### src/rtl/fft_stream_sched_pkg.sv
// Shared types and helpers for the streaming FFT scheduler.
// Provides the scheduler state encoding, a log2 helper and a bit-reversal function.
package fft_pkg;

  typedef enum logic [1:0] {
    IDLE  = 2'd0,
    RUN   = 2'd1,
    PAD   = 2'd2,
    FLUSH = 2'd3
  } sched_state_t;

  function automatic int log2n(input int n);
    return $clog2(n);
  endfunction

  // Reverses the low w bits of v; bits at and above w are returned as zero.
  function automatic logic [31:0] bitrev(input logic [31:0] v, input int w);
    logic [31:0] r;
    logic [4:0]  j;
    r = '0;
    for (int i = 0; i < 32; i++) begin
      if (i < w) begin
        j    = 5'(w - 1 - i);
        r[i] = v[j];
      end
    end
    return r;
  endfunction

endpackage

### src/rtl/fft_stream_sched_lat_tracker.sv
// Pipeline latency tracker: counts ce cycles up to the datapath latency,
// tracks frames in flight and produces the registered output-valid flag.
module fft_lat_tracker #(
  parameter int FFT_SIZE     = 16,
  parameter int PIPE_LATENCY = 20
) (
  input  logic clk,
  input  logic rst_n,
  input  logic ce_i,
  input  logic sof_i,
  input  logic eop_i,
  input  logic clr_i,
  output logic m_valid_o,
  output logic drain_done_o
);

  localparam int LW = $clog2(PIPE_LATENCY + 1);
  localparam int OW = $clog2(PIPE_LATENCY / FFT_SIZE + 3);

  logic [LW-1:0] lat_q, lat_d;
  logic [OW-1:0] outst_q, outst_d;
  logic          m_valid_q, m_valid_d;
  logic          lat_full;

  always_comb begin
    lat_full = (lat_q == LW'(PIPE_LATENCY));
    lat_d    = lat_q;
    if (clr_i) begin
      lat_d = '0;
    end else if (ce_i && !lat_full) begin
      lat_d = lat_q + 1'b1;
    end
    outst_d = outst_q;
    if (sof_i && !eop_i) begin
      outst_d = outst_q + 1'b1;
    end else if (!sof_i && eop_i) begin
      outst_d = outst_q - 1'b1;
    end
    // Post-update count, so the ce cycle carrying the final eop reports nothing further.
    m_valid_d    = ce_i & lat_full & (outst_d != '0);
    drain_done_o = eop_i & (outst_d == '0);
  end

  always_ff @(posedge clk or negedge rst_n) begin
    if (!rst_n) begin
      lat_q     <= '0;
      outst_q   <= '0;
      m_valid_q <= 1'b0;
    end else begin
      lat_q     <= lat_d;
      outst_q   <= outst_d;
      m_valid_q <= m_valid_d;
    end
  end

  assign m_valid_o = m_valid_q;

endmodule

### src/rtl/fft_stream_sched.sv
// Stream scheduler for the single-path streaming FFT: input handshake, zero-padding,
// pipeline flush and output tagging. Optional FFT_STREAM_SCHED_STATS_EN adds frame_cnt/pad_seen.
module fft_stream_sched
  import fft_pkg::*;
#(
  parameter  int FFT_SIZE     = 16,
  parameter  int PIPE_LATENCY = 20,
  localparam int LOG2N        = log2n(FFT_SIZE)
) (
  input  logic             clk,
  input  logic             rst_n,
  input  logic             s_valid,
  input  logic             s_last,
  output logic             s_ready,
  output logic             fft_ce,
  output logic             fft_pad,
  output logic             fft_sof,
  output logic             m_valid,
  output logic             m_sop,
  output logic             m_eop,
  output logic [LOG2N-1:0] m_bin
`ifdef FFT_STREAM_SCHED_STATS_EN
  ,
  output logic [31:0]      frame_cnt,
  output logic             pad_seen
`endif
);

  localparam logic [LOG2N-1:0] IDX_LAST = LOG2N'(FFT_SIZE - 1);

  sched_state_t     state_q, state_d;
  logic [LOG2N-1:0] in_idx_q, out_idx_q;
  logic             accept, padding, drain_done, to_idle;

  assign s_ready = (state_q == IDLE) || (state_q == RUN);
  assign padding = (state_q == PAD) || (state_q == FLUSH);
  assign accept  = s_valid & s_ready;
  assign fft_ce  = accept | padding;
  assign fft_pad = padding;
  // Flush cycles wrap in_idx but never start a real frame.
  assign fft_sof = fft_ce & (in_idx_q == '0) & (state_q != FLUSH);

  assign m_sop = m_valid & (out_idx_q == '0);
  assign m_eop = m_valid & (out_idx_q == IDX_LAST);
  assign m_bin = LOG2N'(bitrev(32'(out_idx_q), LOG2N));

  always_comb begin
    state_d = state_q;
    case (state_q)
      IDLE, RUN: begin
        if (accept) begin
          if (s_last) state_d = (in_idx_q == IDX_LAST) ? FLUSH : PAD;
          else        state_d = RUN;
        end
      end
      PAD:     if (in_idx_q == IDX_LAST) state_d = FLUSH;
      FLUSH:   if (drain_done) state_d = IDLE;
      default: state_d = IDLE;
    endcase
    to_idle = (state_q == FLUSH) && drain_done;
  end

  always_ff @(posedge clk or negedge rst_n) begin
    if (!rst_n) begin
      state_q   <= IDLE;
      in_idx_q  <= '0;
      out_idx_q <= '0;
    end else begin
      state_q <= state_d;
      // Realign the input frame counter so the next stream starts at sample 0.
      if (to_idle)     in_idx_q <= '0;
      else if (fft_ce) in_idx_q <= in_idx_q + 1'b1;
      if (m_valid) out_idx_q <= out_idx_q + 1'b1;
    end
  end

  fft_lat_tracker #(
    .FFT_SIZE    (FFT_SIZE),
    .PIPE_LATENCY(PIPE_LATENCY)
  ) u_lat (
    .clk         (clk),
    .rst_n       (rst_n),
    .ce_i        (fft_ce),
    .sof_i       (fft_sof),
    .eop_i       (m_eop),
    .clr_i       (to_idle),
    .m_valid_o   (m_valid),
    .drain_done_o(drain_done)
  );

`ifdef FFT_STREAM_SCHED_STATS_EN
  logic [31:0] frame_cnt_q;
  logic        pad_seen_q;

  always_ff @(posedge clk or negedge rst_n) begin
    if (!rst_n) begin
      frame_cnt_q <= '0;
      pad_seen_q  <= 1'b0;
    end else begin
      if (m_eop) frame_cnt_q <= frame_cnt_q + 32'd1;
      if (state_d == PAD && state_q != PAD) pad_seen_q <= 1'b1;
    end
  end

  assign frame_cnt = frame_cnt_q;
  assign pad_seen  = pad_seen_q;
`endif

endmodule
### config.mk
export PLATFORM = sky130hd
export DESIGN_NAME = fft_stream_sched
export DESIGN_NICKNAME = d
export VERILOG_FILES = /design/src/rtl/fft_stream_sched_pkg.sv /design/src/rtl/fft_stream_sched_lat_tracker.sv /design/src/rtl/fft_stream_sched.sv
export SDC_FILE = /design/constraint.sdc
export NUM_CORES = 1
export LEC_CHECK = 0
export ABC_AREA = 0
export BUFFER_PORTS_ARGS = -buffer_cell sky130_fd_sc_hd__buf_2
export CAP_MARGIN = 0
export CORE_MARGIN = 2
export CORE_UTILIZATION = 49
export CTS_CLUSTER_SIZE = 40
export DETAILED_ROUTE_END_ITERATION = 10
export GPL_TIMING_DRIVEN = 0
export PLACE_DENSITY = 0.73
export RECOVER_POWER = 25
export SLEW_MARGIN = 10
export SYNTH_ARGS = -nofsm -noshare
export SYNTH_HDL_FRONTEND = slang
export SYNTH_SLANG_ARGS = --single-unit
### constraint.sdc
create_clock -name clk -period 1.3 [get_ports clk]
set_input_delay 0.065 -clock clk [delete_from_list [all_inputs] [get_ports clk]]
set_output_delay 0.065 -clock clk [all_outputs]
set_load 0.01 [all_outputs]
Word level (Yosys, flattened, before mapping). Index checks and enable logic that the tools add are counted. W data, S select, Z words.

Mux-type cells: 12. Bitwise gates (word level): 9. $add $sub $neg: 5. Eq/ne operators: 10. Reduce and logical (&&, ||, !) cells: 18.

Operators with widths (number): $mux W2 (6); $mux W5 (2); $add A4 B1 Y4 const B (2); $and A1 B1 Y1 (8); $eq A4 B4 Y1 const B (2); $logic_not A4 Y1 (2); $mux W4 (2); $ne A2 B2 Y1 const B (3); $pmux W2 S3 (1); $reduce_bool A2 Y1 (3); $add A5 B1 Y5 const B (1); $eq A5 B5 Y1 const B (1); $eq A2 B2 Y1 const B (2); $logic_and A1 B1 Y1 (4); $logic_not A2 Y1 (2); $logic_not A1 Y1 (3); $reduce_and A3 Y1 (1); $add A2 B1 Y2 const B (1); $eq A2 B1 Y1 const B (1); $logic_or A1 B1 Y1 (2); $ne A2 B1 Y1 const B (1); $reduce_or A2 Y1 (1); $sub A2 B1 Y2 const B (1); $mux W1 (1); $or A1 B1 Y1 (1).

Input port bits: 4. Register bits: 18. Output and inout port bits: 11.

Logic depth before layout (Yosys ltp).
Word-level depth: 14. Depth in mapped cells: 6.

Modules after synthesis. From an unflattened synthesis, not the netlist that was laid out.

Cells, all modules: 103. Area, all modules: 989.7 um2.

By module, submodules not included: fft_stream_sched (area each 551.8 um2, times used 1, cells an instance 58, sequential area each 250.2 um2); fft_lat_tracker (area each 437.9 um2, times used 1, cells an instance 45, sequential area each 200.2 um2).

Worst setup path before layout. Ideal clock, no wire load.

Kind: register to register. Start point: register out_idx_q[0]. End point: register in_idx_q[0]. Setup time: 122 ps. Stages on the path, launching flop included: 6. Clock period less this slack: 1538 ps. Setup slack: -238 ps. Required time: 1178 ps. Path buffers: 0. Arrival: 1416 ps. Path through: dfrtp_1 ha_1 nand4_4 nor4_4 or3_1 o21ai_1.

Cells in the longest elaborated chain, start to end: 9. Elaborated cells between the ends (all ways): 12. Those cells by class: eq/ne (1); mux (3); bitwise (2); reduce/logical (6).

RTL lines: start: declaration (line fft_stream_sched.sv:32) `logic [LOG2N-1:0] in_idx_q, out_idx_q;`; start signal: assignment (line fft_stream_sched.sv:73) `if (m_valid) out_idx_q <= out_idx_q + 1'b1;`; $eq A4 B4 Y1 * (line fft_stream_sched.sv:44) `assign m_eop = m_valid & (out_idx_q == IDX_LAST);`; $and A1 B1 Y1 * (line fft_stream_sched.sv:44); $logic_and A1 B1 Y1 / $logic_not A1 Y1 (equally long branches) (line fft_stream_sched_lat_tracker.sv:36, fft_stream_sched_lat_tracker.sv:34); $mux W2 / $logic_and A1 B1 Y1 (equally long branches) (line fft_stream_sched_lat_tracker.sv:36, fft_stream_sched_lat_tracker.sv:34); $mux W2 (line fft_stream_sched_lat_tracker.sv:34) `if (sof_i && !eop_i) begin`; $logic_not A2 Y1 (line fft_stream_sched_lat_tracker.sv:41) `drain_done_o = eop_i & (outst_d == '0);`; $and A1 B1 Y1 * (line fft_stream_sched_lat_tracker.sv:41); $logic_and A1 B1 Y1 * (line fft_stream_sched.sv:60) `to_idle = (state_q == FLUSH) && drain_done;`; $mux W4 / $reduce_bool A2 Y1 (equally long branches); end signal: assignment (line fft_stream_sched.sv:72) `else if (fft_ce) in_idx_q <= in_idx_q + 1'b1;`; end: declaration (line fft_stream_sched.sv:32).

Mark *: on every way between the ends. The rest lies on a longest branch, timed or not. A chain may end at the register's enable or synchronous reset.

Worst setup path after layout.
Start point: register state_q[1]. End point: register u_lat.m_valid_q, in the netlist u_lat.m_valid_o.

Cells in the longest elaborated chain, start to end: 12. Elaborated cells between the ends (all ways): 19. Those cells by class: eq/ne (4); mux (2); bitwise (6); reduce/logical (7).

RTL lines: start: declaration (line fft_stream_sched.sv:31) `sched_state_t state_q, state_d;`; start signal: assignment (line fft_stream_sched.sv:69) `state_q <= state_d;`; $eq A2 B1 Y1 / $logic_not A2 Y1 (equally long branches) (line fft_stream_sched.sv:35) `assign s_ready = (state_q == IDLE) || (state_q == RUN);`; $logic_or A1 B1 Y1 (line fft_stream_sched.sv:35); $and A1 B1 Y1 (line fft_stream_sched.sv:37) `assign accept = s_valid & s_ready;`; $or A1 B1 Y1 (line fft_stream_sched.sv:38) `assign fft_ce = accept | padding;`; $and A1 B1 Y1 (2 in series) (line fft_stream_sched.sv:41) `assign fft_sof = fft_ce & (in_idx_q == '0) & (state_q != FLUSH);`; $logic_not A1 Y1 (line fft_stream_sched_lat_tracker.sv:36) `end else if (!sof_i && eop_i) begin`; $logic_and A1 B1 Y1 (line fft_stream_sched_lat_tracker.sv:36); $mux W2 (line fft_stream_sched_lat_tracker.sv:36); $mux W2 (line fft_stream_sched_lat_tracker.sv:34); $reduce_bool A2 Y1 (line fft_stream_sched_lat_tracker.sv:40) `m_valid_d = ce_i & lat_full & (outst_d != '0);`; $and A1 B1 Y1 * (line fft_stream_sched_lat_tracker.sv:40); via u_lat.m_valid_d (line fft_stream_sched_lat_tracker.sv:22) `logic m_valid_q, m_valid_d;`; end signal: assignment (line fft_stream_sched_lat_tracker.sv:52) `m_valid_q <= m_valid_d;`; end: declaration (line fft_stream_sched_lat_tracker.sv:22).

The timed path passes the listed nets; every way through them passes the cells marked *.

==> results.cfg <==
[clock_tree]
ctsRootBufferMaster = clkbuf_4
clkSinkCount = 18
htree_levels = 1
numCtsBuffers = 3
path_clk_slew_ps = 100
ctsLongestPathBuffers = 2
cts_tree = built
insertion_delay_ps = 310

[timing]
period_share_pct = 114
tns_ps = -1400
relSlewSlack_pct = 68.8
finalSetupViolations = 18
hold_viol = 0
fin_skew_ps = 4.52
setup_ws_ps = -180
whs_ps = 2.30
post-route-min-period_ps = 1480
worst_pin_slew_ps = 468
slew_violations = 0
fmax_mhz = 675
rsz0062_at_grt = yes

[pwr]
leakage_nw = 0.716
total_power_mw = 2.82
p_per_area_nw_per_um2 = 1980
ir_drop_v = 0.00141

[layout]
fin_cells = 166
drive_above_1_share_pct = 39.6
regArea_um2 = 453
area_growth_pct = 38.5
fillers = 143
n_antenna_cell = 0
final_cell_mix = 16 x buf_4, 16 x dfrtp_1, 11 x buf_2, 10 x nor2_1
multi_input_area_um2 = 574
nets = 150

[setup_path]
path_buf_inv = 1
cpPeakStageDelay_ps = 440
path_max_fanout = 5
cp.arrival_ps = 1680
r2r-start = state_q[1]$_DFFE_PN0P_
critPathKind = reg -> reg
crit_required_ps = 1500
setup.worst_path.end = u_lat.m_valid_o$_DFF_PN0_
crit_cells = 5
startpoint_type = flop
r2r_slack_ps = -180
crit_chain = and2b_1 -> o211a_1 -> buf_6 -> xnor2_4 -> o311a_1
rr_endpoint = u_lat.m_valid_o$_DFF_PN0_
crit_family = compound AO/OA/AOI/OAI gates
cp_slowest_cell = dfrtp_2
reg2reg_depth = 5
crit_start = state_q[1]$_DFFE_PN0P_
end_kind = flop

[route]
met1_length_um = 968
avgRoutedWirePerCell_um = 13.7
via_per_inst = 5.19
remaining_drc_errors = 0
wirelength_mm = 2.27
wl_met3_um = 55
routed.top_layer = met4
postRouteAntennaNets = 0
vias = 862
met2_length_mm = 1.21
drt_iter0_drc = 16
firstDrtPassIters = 4

[synth]
synth_top_family_by_area = simple AND/OR/NAND/NOR gates
post_synth.cell_area_avg_um2 = 10.1
ys_types = 32
synthAdderAreaFrac_pct = 7.29
syn_inst = 102
syn-num-nets = 112
ys_seq_area_share_pct = 43.7
synth_xor_area_share_pct = 10.9
synth-seq-cells = 18
synthMuxAreaShare_pct = 2.92
synth-compound-area-share_pct = 7.05
synth_simple_gate_area_share_pct = 21.5
ys.warnings.count = 0
syn_area_um2 = 1030

[placed_design]
port_buffers = 14
dp_cells = 143
place_congestion = 0.696
hpwlAfterDp_mm = 1.36

[floorplanning]
core_area_um2 = 1980
die_w_um = 49.8
die_area_um2 = 2480
start_util_pct = 52.0
row_count = 16
io_pins = 15
fp.dieH_um = 49.8

[global_route]
grt_pass1_wl_mm = 3.63
grt_usage_pct = 18.8
antenna_found_initial = 0
grt_pass1_vias = 859
grt.overflow.total = 0
grt_max_degree = 19

[hold_path]
hp-class = in -> reg

[run_status]
violations = negative setup slack
status = complete, but fails checks

[flow_run]
max_cap_violations = 0
[cells in the mapped netlist, drive strengths merged]
cell type | instances | area, um2
nand4 | 4 | 40.0
and2b | 1 | 7.51
nor2 | 11 | 41.3
nor2b | 1 | 6.26
nor3 | 4 | 20.0
inv | 10 | 37.5
o21ai | 2 | 10.0
nor4 | 1 | 21.3
buf | 3 | 21.3
dfrtp | 18 | 450
a21oi | 1 | 5.00
nand4b | 1 | 8.76
nand2b | 1 | 6.26
a22o | 1 | 8.76
nand3 | 3 | 15.0
and3 | 3 | 18.8
nand2 | 8 | 30.0
xor2 | 6 | 52.6
dlygate4sd1 | 1 | 8.76
o311a | 1 | 10.0
xnor2 | 6 | 60.1
o21a | 1 | 7.51
o2bb2ai | 1 | 8.76
o211a | 1 | 10.0
or3 | 1 | 6.26
ha | 6 | 75.1
o22ai | 2 | 12.5
mux2i | 3 | 30.0
[timing repair]
| action | 4_1_cts | 5_1_grt |
|---|---|---|
| resized for setup | 20 | 4 |
| pin swaps | 6 | 2 |
| setup endpoints to repair | 18 | 19 |
| hold buffers | 1 | 0 |
| endpoints found under the hold margin | 18 | 0 |
| setup buffers | 13 | 5 |
[metrics by stage]
stage	util (%)	area (um2)	setup WS, ps
detailed placement	57.4	1140	-293
global placement	57.4	1140	-260
floorplan	-	1030	-150
CTS	69.1	1370	-171
global route	72.0	1430	-228
finish	72.0	1430	-180
[flip-flops by register name, indices dropped and copies added, names as in the netlist]
name and count:
out_idx_q 4, u_lat.m_valid_o 1, u_lat.lat_q 5, u_lat.outst_q 2, in_idx_q 4, state_q 2
[layout make-up]
cell class / count / area share (%)
Buffer: 4 / 2.72
Clock buffer: 4 / 2.54
Sequential cell: 18 / 31.8
Tap cell: 27 / 2.37
Multi-Input combinational cell: 70 / 40.3
Timing Repair Buffer: 33 / 17.4
Inverter: 10 / 2.98
[how the worst min path moves through the flow]
| stage | slack (ps) | start | to | cells after the start |
|---|---|---|---|---|
| floorplan | -230 | rst_n | in_idx_q[0]$_DFFE_PN0P_ | 0 |
| global placement | 20 | rst_n | out_idx_q[2]$_DFFE_PN0P_ | 1 |
| detailed placement | 20 | rst_n | out_idx_q[2]$_DFFE_PN0P_ | 1 |
| CTS | 3 | s_last | state_q[1]$_DFFE_PN0P_ | 2 |
| global route | 3 | s_last | state_q[1]$_DFFE_PN0P_ | 2 |
| finish | 2 | s_last | state_q[1]$_DFFE_PN0P_ | 2 |
[power breakdown]
group          internal [mW]  switching, mW
sequential             0.814          0.279
combinational          0.726          0.642
clock                  0.171          0.187
[kinds of logic (layout without fill, tap and decap cells)]
logic type / Yosys count / in the layout
compound gates: 10 / 10
xor+xnor: 12 / 12
fa+ha+maj: 6 / 6
buf+inv: 14 / 51
flops: 18 / 18
mux: 3 / 3
simple gates: 39 / 39
[metal layers]
layer | vias to the layer above | track usage (%)
met3 | 2 | 2.73
met5 | - | 0
met1 | 428 | 23.0
met2 | 15 | 33.3
li1 | 417 | -
met4 | 0 | 6.94
(Power assumes the default switching activity.)
